[config.mk]
export PLATFORM = sky130hd
export DESIGN_NAME = rr_arbiter_8
export DESIGN_NICKNAME = d
export VERILOG_FILES = /design/src/rtl/rr_arbiter_8.sv
export SDC_FILE = /design/constraint.sdc
export NUM_CORES = 1
export LEC_CHECK = 0
export BUFFER_PORTS_ARGS = -buffer_cell sky130_fd_sc_hd__buf_2
export CORE_UTILIZATION = 40
export CTS_BUF_LIST = sky130_fd_sc_hd__clkbuf_8
export DETAILED_ROUTE_END_ITERATION = 16
export SLEW_MARGIN = 0
export SYNTH_ARGS = -nofsm -noshare
export SYNTH_HDL_FRONTEND = slang
export SYNTH_SLANG_ARGS = --single-unit
[constraint.sdc]
create_clock -name clk -period 7 [get_ports clk]
set_input_delay 1.05 -clock clk [delete_from_list [all_inputs] [get_ports clk]]
set_output_delay 1.05 -clock clk [all_outputs]
set_load 0.01 [all_outputs]
[src/rtl/rr_arbiter_8.sv]
// rr_arbiter_8: 8-way round-robin arbiter with bounded grant hold time.
//
// Ports:
//   clk      in   rising-edge clock
//   reset    in   synchronous, active-high reset
//   req      in   [7:0] request vector, bit i held high while requester i wants/uses the resource
//   grant    out  [7:0] registered one-hot (or zero) grant
//   grant_id out  [2:0] registered index of the current / most recent grant
//   busy     out  registered OR of grant
//   any_req  out  combinational OR of req
//   timeout  out  registered one-cycle pulse when a grant is revoked by the hold limit
//
// Every grant is followed by exactly one zero cycle (GAP) before the next
// arbitration. The pointer moves to winner+1, so the last holder drops to
// lowest priority.
module rr_arbiter_8 #(
  parameter int unsigned MAX_HOLD = 15
) (
  input  logic       clk,
  input  logic       reset,
  input  logic [7:0] req,
  output logic [7:0] grant,
  output logic [2:0] grant_id,
  output logic       busy,
  output logic       any_req,
  output logic       timeout
);

  localparam logic [7:0] MAX_HOLD_C = MAX_HOLD[7:0];

  typedef enum logic [1:0] {
    IDLE,
    GRANT,
    GAP
  } state_t;

  state_t     state_q, state_d;
  logic [2:0] ptr_q, ptr_d;
  logic [7:0] cnt_q, cnt_d;
  logic [7:0] grant_q, grant_d;
  logic [2:0] grant_id_q, grant_id_d;
  logic       busy_q, busy_d;
  logic       timeout_q, timeout_d;

  logic [2:0] winner;
  logic [2:0] idx;
  logic       found;

  assign any_req = |req;

  // First set request searching ptr, ptr+1, ... (mod 8).
  always_comb begin
    winner = ptr_q;
    found  = 1'b0;
    idx    = ptr_q;
    for (int unsigned i = 0; i < 8; i++) begin
      idx = ptr_q + i[2:0];
      if (!found && req[idx]) begin
        winner = idx;
        found  = 1'b1;
      end
    end
  end

  always_comb begin
    state_d    = state_q;
    ptr_d      = ptr_q;
    cnt_d      = cnt_q;
    grant_d    = grant_q;
    grant_id_d = grant_id_q;
    timeout_d  = 1'b0;

    unique case (state_q)
      IDLE, GAP: begin
        if (any_req) begin
          grant_d    = 8'd1 << winner;
          grant_id_d = winner;
          ptr_d      = winner + 3'd1;
          cnt_d      = 8'd1;
          state_d    = GRANT;
        end else begin
          grant_d = '0;
          state_d = IDLE;
        end
      end
      GRANT: begin
        // Release wins over a coincident hold-limit expiry.
        if (!req[grant_id_q]) begin
          grant_d = '0;
          state_d = GAP;
        end else if (cnt_q >= MAX_HOLD_C) begin
          grant_d   = '0;
          timeout_d = 1'b1;
          state_d   = GAP;
        end else begin
          cnt_d = cnt_q + 8'd1;
        end
      end
      default: begin
        grant_d = '0;
        state_d = IDLE;
      end
    endcase

    busy_d = |grant_d;
  end

  always_ff @(posedge clk) begin
    if (reset) begin
      state_q    <= IDLE;
      ptr_q      <= '0;
      cnt_q      <= '0;
      grant_q    <= '0;
      grant_id_q <= '0;
      busy_q     <= 1'b0;
      timeout_q  <= 1'b0;
    end else begin
      state_q    <= state_d;
      ptr_q      <= ptr_d;
      cnt_q      <= cnt_d;
      grant_q    <= grant_d;
      grant_id_q <= grant_id_d;
      busy_q     <= busy_d;
      timeout_q  <= timeout_d;
    end
  end

  assign grant    = grant_q;
  assign grant_id = grant_id_q;
  assign busy     = busy_q;
  assign timeout  = timeout_q;

endmodule

# [Yosys cells after proc, flatten, opt, wreduce, memory -nomap -nowiden]
# Index checks and enable logic that the tools add are counted.
[word_totals] in_bits=10 regBits=26 elab_cells=102
[op_classes] eq_ne=6 n_bitwise=2 mux=45 addsub=9 reduce_logical=22 n_lt_le_gt_ge=10 shift=1
[ops] cell="$mux 8" n=6
[ops] cell="$lt 3x4->1 const B" n=9
[ops] cell="$pmux 8 s2" n=2
[ops] cell="$bmux 1 s3" n=9
[ops] cell="$mux 3" n=7
[ops] cell="$mux 1" n=18
[ops] cell="$reduce_or 8->1" n=2
[ops] cell="$add 3x3->3 const B" n=4
[ops] cell="$add 8x1->8 const B" n=1
[ops] cell="$ge 8x4->1 const B" n=1
[ops] cell="$shl 1x3->8 const A" n=1
[ops] cell="$logic_and 1x1->1" n=7
[ops] cell="$logic_not 1->1" n=7
[ops] cell="$add 3x1->3 const B" n=2
[ops] cell="$add 3x2->3 const B" n=2
[ops] cell="$ne 2x2->1 const B" n=3
[ops] cell="$mux 2" n=2
[ops] cell="$pmux 2 s2" n=1
[ops] cell="$reduce_and 4->1" n=1
[ops] cell="$ne 3x3->1 const B" n=1
[ops] cell="$reduce_or 3->1" n=1
[ops] cell="$eq 2x1->1 const B" n=1
[ops] cell="$eq 2x2->1 const B" n=1
[ops] cell="$logic_not 2->1" n=1
[ops] cell="4 further kinds" n=5

# [Longest topological paths before layout]
# Gate-level depths: netlist (run 1).
[depth] word_depth=28 depth_mapped=18 mapped_depth_nobuf=14

# [Worst setup path before layout (run 1)]
# OpenSTA, ideal clock, no wires.
[synth_path] path_type="register -> register" from="register ptr_q[0]" to="register busy_q (netlist: busy)" arrival_time_ps=3934 path_stages_with_launch=18 t_required_ps=6873 slack_ps=2938 path_cell_list="dfxtp_1 buf_6 buf_6 inv_1 ha_1 buf_4 clkbuf_1 mux4_2 mux2i_4 nand2_1 a2111o_1 a41oi_2 a211oi_2 ha_1 ha_1 or4_1 a22oi_1 o31ai_1"
[synth_via] elab_chain_len=28 elab_cells_between_ends=55 classes_between="add/sub: 7; shift: 1; mux: 32; reduce/logical: 15"
[synth_rtl] item="start: declaration" line_no="38" text="logic [2:0] ptr_q, ptr_d;"
[synth_rtl] item="start signal: assignment" line_no="119" text="ptr_q <= ptr_d;"
[synth_rtl] item="parallel branches: the longest is 23 deep, another holds $add 3x1->3"
[synth_rtl] item="$mux 3 (*)" line_no="58" text="if (!found && req[idx]) begin"
[synth_rtl] item="named net winner[1]" line_no="45" text="logic [2:0] winner;"
[synth_rtl] item="$shl 1x3->8 (*)" line_no="76" text="grant_d = 8'd1 << winner;"
[synth_rtl] item="$mux 8 (*)" line_no="75" text="if (any_req) begin"
[synth_rtl] item="$pmux 8 s2 (*)" line_no="73" text="unique case (state_q)"
[synth_rtl] item="$reduce_or 8->1 (*)" line_no="105" text="busy_d = |grant_d;"
[synth_rtl] item="end signal: assignment" line_no="123" text="busy_q <= busy_d;"
[synth_rtl] item="end: declaration" line_no="42" text="logic busy_q, busy_d;"
# Mark *: on every way through the listed nets, which the timed path passes. The select of a mux whose other input is x is not followed.
# A chain may end at the register's enable or synchronous reset.

# [Worst setup path in the final report (run 1)]
# Ends and elaborated chain as after synthesis.

==> results of run 1 <==
cells in the mapped netlist, drive strengths merged (2+ instances only):
| master | number | share of area (%) |
|---|---|---|
| inv | 6 | 1.0 |
| o21a | 4 | 1.4 |
| o21ai | 13 | 2.9 |
| nor3 | 9 | 2.0 |
| clkbuf | 6 | 1.0 |
| nor4 | 6 | 1.7 |
| o31ai | 6 | 2.0 |
| a31oi | 5 | 1.4 |
| dfxtp | 26 | 23 |
| nand2 | 30 | 5.1 |
| a21o | 2 | 0.68 |
| or2 | 3 | 0.85 |
| xnor2 | 4 | 1.6 |
| buf | 6 | 2.0 |
| xor2 | 3 | 1.2 |
| nor2b | 6 | 1.7 |
| nand3 | 4 | 0.90 |
| a22o | 3 | 1.2 |
| a22oi | 5 | 1.7 |
| o221ai | 4 | 1.6 |
| a21oi | 15 | 3.6 |
| nand2b | 6 | 1.7 |
| o211ai | 2 | 0.68 |
| a2bb2oi | 2 | 0.79 |
| ha | 8 | 4.5 |
| mux4 | 10 | 10 |
| or4 | 3 | 1.0 |
| mux2i | 11 | 5.5 |
| o32a | 3 | 1.4 |
| nor2 | 24 | 4.1 |
| o21bai | 2 | 0.68 |
| o22ai | 5 | 1.7 |
| mux2 | 3 | 1.5 |
| nor3b | 3 | 1.2 |
| a222oi | 2 | 0.90 |
sequential cells by signal, summed over array words and instances (netlist names):
register and count:
state_q 2, grant 8, busy 1, grant_id 3
ptr_q 3, timeout 1, cnt_q 8
power by group:
part / leakage [µW] / switching (µW) / internal (µW)
clock: 0.0000216 / 40.2 / 38.4
combinational: 0.000661 / 434 / 324
sequential: 0.000212 / 51.2 / 179
total: 0.000895 / 525 / 541
cell families after synthesis:
kind of cell	count (synthesis)	share of synthesized area (%)
simple gates	100	22.2
compound gates	79	25.5
flops	26	23.5
mux	24	17.4
buf+inv	19	4.23
fa+ha+maj	8	4.51
xor+xnor	7	2.77
metal layers:
layer / track usage (%) / up-vias / wire, µm
met3: 3.11 / 2 / 303
met5: 0 / - / 0
li1: - / 1031 / -
met1: 25.5 / 971 / 2510
met4: 3.85 / 0 / 19
met2: 30.3 / 50 / 2500
cells in the final DEF, fill, tap and decap left out, types with 4 or more instances in the layout:
cell	n
inv_1	6
a21oi_1	14
o21ai_0	8
o21ai_1	5
nor2_1	24
dfxtp_1	26
nand2b_1	6
mux4_2	9
xnor2_1	4
mux2i_1	10
a22oi_1	5
o221ai_1	4
o22ai_1	4
nor4_1	6
nand3_1	4
nor2b_1	6
nand2_1	30
o31ai_1	6
ha_1	8
a31oi_1	5
o21a_1	4
nor3_1	9
buf_2	23
worst min-delay path, delay by kind of cell (launching register included):
| kind | cells | cell delay [ns] |
|---|---|---|
| AOI/OAI and AO/OA | 1 | 0.05 |
| and+or+nand+nor | 1 | 0.05 |
| DFF | 1 | 0.33 |
worst paths after layout:
path | startpoint | endpoint | slack [ns]
setup / recovery | ptr_q[0] | busy | 2.04
hold / removal | grant[0] | grant[0] | 0.48
setup reg to reg | ptr_q[0] | busy | 2.04
hold reg to reg | grant[0] | grant[0] | 0.48
cell type report:
class	count	share of cell area, %
Inverter	7	1.10
Tap cell	70	3.66
Multi-Input combinational cell	218	67.0
Clock buffer	3	1.73
Timing Repair Buffer	23	4.81
Sequential cell	26	21.7
per-stage QoR:
stage | hold WS (ns) | total power (µW)
after floorplan | 0.428 | 841
after global placement | 0.455 | 981
after detailed placement | 0.463 | 981
after CTS | 0.478 | 1060
after global routing | 0.496 | 1170
final | 0.476 | 1070
==> impl_metrics.ini, run 1 <==
[clock_tree]
clk_path_buf_depth = 2
cts_tree = done
numCtsBuffers = 3
clkSinkCount = 26
cts_resized = 0
htreeDepth = 1
post-cts-setup-buffers = 0
cts-root-buf = clkbuf_8
cts_hold_buf = 0
clk_latency_ns = 0.26
path_clk_slew_ns = 0.08

[cells_and_area]
antenna_cells = 0
utilization_pct = 45.7
layout.nets = 297
seq_area_um2 = 520
area_growth_pct = 7.96
design_area_mm2 = 0.00239
stdcell_count = 347
drive_gt1_share_pct = 16.6
multi_input_area_mm2 = 0.00160
filler_cell_count = 525

[timing]
fmax_mhz = 202
period_share_pct = 70.8
max_slew_margin_pct = 41.4
hold_violations = 0
setup_viol = 0
maxSlewViolCount = 0
finalClockSkew_ns = 0.00186
worst_pin_slew_ns = 0.878
fin_setup_tns_ns = 0
rsz0062_at_grt = no
min_period_ns = 4.96
fin_ws_ns = 2.04

[setup_path]
crit_chain = inv_1 > ha_1 > mux2_2 > o22ai_2 > o21a_1 > o21ai_1 > a31oi_1 > nor2_1 > xnor2_1 > ha_1 > ha_1 > or4_1 > a22oi_1 > o31ai_1
critPathBufInv = 1
end_kind = register
crit_path_frequent_cell = ha_1
cp_slowest_stage_delay_ns = 0.90
worstRegToRegCells = 14
slowest_stage = dfxtp_1
critPathMaxFanout = 23
start_kind = register
arrival_ns = 5.10
worst-path-stages = 14
path_class = reg -> reg
cp_top_family = compound AO/OA/AOI/OAI gates
cp_data_required_time_ns = 7.14

[route]
avgRoutedWirePerCell_um = 15.4
remaining_drc_errors = 0
first_pass_iters = 4
wl_um = 5340
drt_iter0_markers = 187
vias_per_cell = 5.92
vias = 2054
drtAntennaViolNets = 0

[synthesis]
synth_edf_count = 0
ys_warn_count = 0
synthArstFlopShare_pct = 0
synth_top_flop_cell = dfxtp_1
avgSynthCellArea_um2 = 8.43
ys_ff_latch = 26
netlist_area_mm2 = 0.00222
syn_inst = 263
synth_seq_area_share_pct = 23.5
yosysUniqueCellTypes = 57
syn_nets = 281

[floorplan]
die_h_um = 76.5
fp.dieW_um = 76.5
core_area_mm2 = 0.00524
num_rows = 26
die_area_mm2 = 0.00584
initial_core_util_pct = 42.3
io_pins = 24

[placed_design]
place_inst = 344
placed_area_mm2 = 0.00235
place_worst_setup_slack_ns = 2.12
hpwl_um = 4040
gp_congestion = 0.894
numPortBuffers = 23

[global_route]
grt_pass1_wl_um = 8850
grt-ovfl-total = 0
first_global_vias = 1830
antenna_found_initial = 0
grt_usage_pct = 18.5
grt_max_degree = 24

[hold_path]
hold_path_depth = 2
hp-class = reg -> reg

[status]
status = completed

[power_and_ir_drop]
p_leak_uw = 0.000895
peakVddDrop_mv = 0.183
power_density_mw_per_mm2 = 446

[run]
maxCapViolations = 0
Power figures use the tool's default switching activity.
==> inputs of run 2 (changes only) <==
Clock period 7 ns to 4.3 ns, I/O delays scaled along.
==> run 2 against run 1 <==
Net effect:
- clock skew up 0.0023 ns
- fmax rose by 24%
- routed wire length is 5.8% higher
- first-iteration DRC count rose by 9.1%
- global-route usage rose by 1.1 points
- final area rose by 3.1%
- sequential share of layout area fell by 0.66 points
- die area is the same
- cell count is 2.9% higher
- non-clock buffer count up 10
- worst setup slack worse by 1.7 ns
- critical path type unchanged
==> impl_metrics.ini, run 2 (synthesized netlist as in run 1, its figures left out) <==
[status]
status = completed

[power_and_ir_drop]
comb_power_share_pct = 74.4
power_density_mw_per_mm2 = 742
p_leak_uw = 0.000945
switchingPower_uw = 893
peakVddDrop_mv = 0.281
clock_power_share_pct = 7.3
seqPwrFrac_pct = 18.3
total_power_uw = 1830
p_int_uw = 939
switching_share_pct = 48.7

[route]
avgRoutedWirePerCell_um = 15.8
vias = 2140
wl_um = 5650
remaining_drc_errors = 0
first_pass_iters = 5
drtAntennaViolNets = 0
drt_iter0_markers = 204
vias_per_cell = 5.99

[setup_path]
end_kind = register
cp_data_required_time_ns = 4.44
cp_slowest_stage_delay_ns = 0.72
reg2reg_setup_slack_ns = 0.31
path_class = reg -> reg
slowest_stage = mux4_1
critPathBufInv = 2
crit_chain = buf_4 > buf_4 > mux4_1 > mux2i_1 > nand2_1 > a2111o_1 > a41oi_2 > a211oi_2 > ha_1 > ha_1 > or4_1 > a22oi_1 > o31ai_1
start_kind = register
critPathMaxFanout = 15
cp_top_family = multiplexers
arrival_ns = 4.13

[cells_and_area]
antenna_cells = 0
final_common_cell = nand2_1
filler_cell_count = 534
utilization_pct = 47.1
drive_gt1_share_pct = 19.5
stdcell_count = 357
layout_common_cells = 30 x nand2_1, 26 x dfxtp_1, 24 x nor2_1
layout.nets = 307
area_growth_pct = 11.3

[floorplan]
fp.dieW_um = 76.5
core_area_mm2 = 0.00524
initial_core_util_pct = 42.3
die_area_mm2 = 0.00584
die_h_um = 76.5
num_rows = 26
io_pins = 24

[timing]
finalClockSkew_ns = 0.00418
hold_violations = 0
fin_setup_tns_ns = 0
worst_pin_slew_ns = 0.579
period_share_pct = 92.9
setup_viol = 0
max_slew_margin_pct = 61.4
fin_ws_ns = 0.307
maxSlewViolCount = 0
min_period_ns = 3.99
fmax_mhz = 250
rsz0062_at_grt = no

[global_route]
first_global_vias = 1925
grt_pass1_wl_um = 9390
grt_usage_pct = 19.6
grt_max_degree = 20
grt-ovfl-total = 0
antenna_found_initial = 0

[placed_design]
numPortBuffers = 23
place_inst = 353
place_worst_setup_slack_ns = 0.311
gp_congestion = 0.910
hpwl_um = 4320

[clock_tree]
htreeDepth = 1
cts_tree = done
clk_latency_ns = 0.26
cts-root-buf = clkbuf_8
numCtsBuffers = 3
clk_path_buf_depth = 2
path_clk_slew_ns = 0.08
clkSinkCount = 26
cts_hold_buf = 0

[hold_path]
hp-class = reg -> reg

[run]
maxCapViolations = 0
[run 2: changes by cell type in the layout (fill, tap and decap cells not counted)]
cell	delta
buf_4	+10
[run 2: final timing paths]
| check | from | end | cells past startpoint |
|---|---|---|---|
| max | ptr_q[0] | busy | 13 |
| min | grant[2] | grant[2] | 2 |
| max reg2reg | ptr_q[0] | busy | 13 |
| min reg2reg | grant[2] | grant[2] | 2 |
[run 2: stage by stage]
step | hold WS, ns | area [µm²]
after floorplan | 0.428 | 2220
after global placement | 0.462 | 2420
after detailed placement | 0.462 | 2420
after CTS | 0.476 | 2460
after global routing | 0.514 | 2470
final | 0.469 | 2470
[run 2: worst register-to-register path, cell delays in order (launching register included)]
cell	delay [ns]
dfxtp_1	0.45
buf_4	0.19
buf_4	0.22
mux4_1	0.72
mux2i_1	0.29
nand2_1	0.11
a2111o_1	0.41
a41oi_2	0.20
a211oi_2	0.10
ha_1	0.22
ha_1	0.20
or4_1	0.46
a22oi_1	0.20
o31ai_1	0.10
[run 2: layout make-up]
cell class | instances | area [µm²] | share of cell area (%)
clock buffers | 3 | 41.3 | 1.67
inverters | 7 | 26.3 | 1.06
multi-input cells | 218 | 1600 | 64.9
flip-flops and latches | 26 | 520 | 21.1
well taps | 70 | 87.6 | 3.55
repair buffers | 33 | 190 | 7.70
[run 2: layer usage]
layer | share of wire (%) | GRT usage [%] | vias to the layer above
met5 | 0 | 0 | -
met4 | 0.94 | 2.88 | 0
met3 | 4.8 | 3.35 | 6
met2 | 47 | 32.3 | 65
met1 | 47 | 27.3 | 1017
li1 | - | - | 1052
[run 2: power groups by stage]
stage	combinational [µW]	clock [µW]	sequential (µW)
after floorplan	1020	0	345
after CTS	1330	138	336
after detailed placement	1330	0	340
after global placement	1330	0	341
after global routing	1500	152	343
final	1360	133	335
[run 2: what timing repair did]
item | CTS | global route
setup endpoints to repair | 0 | 1
setup buffers | 0 | 1
gates resized for setup | 0 | 0
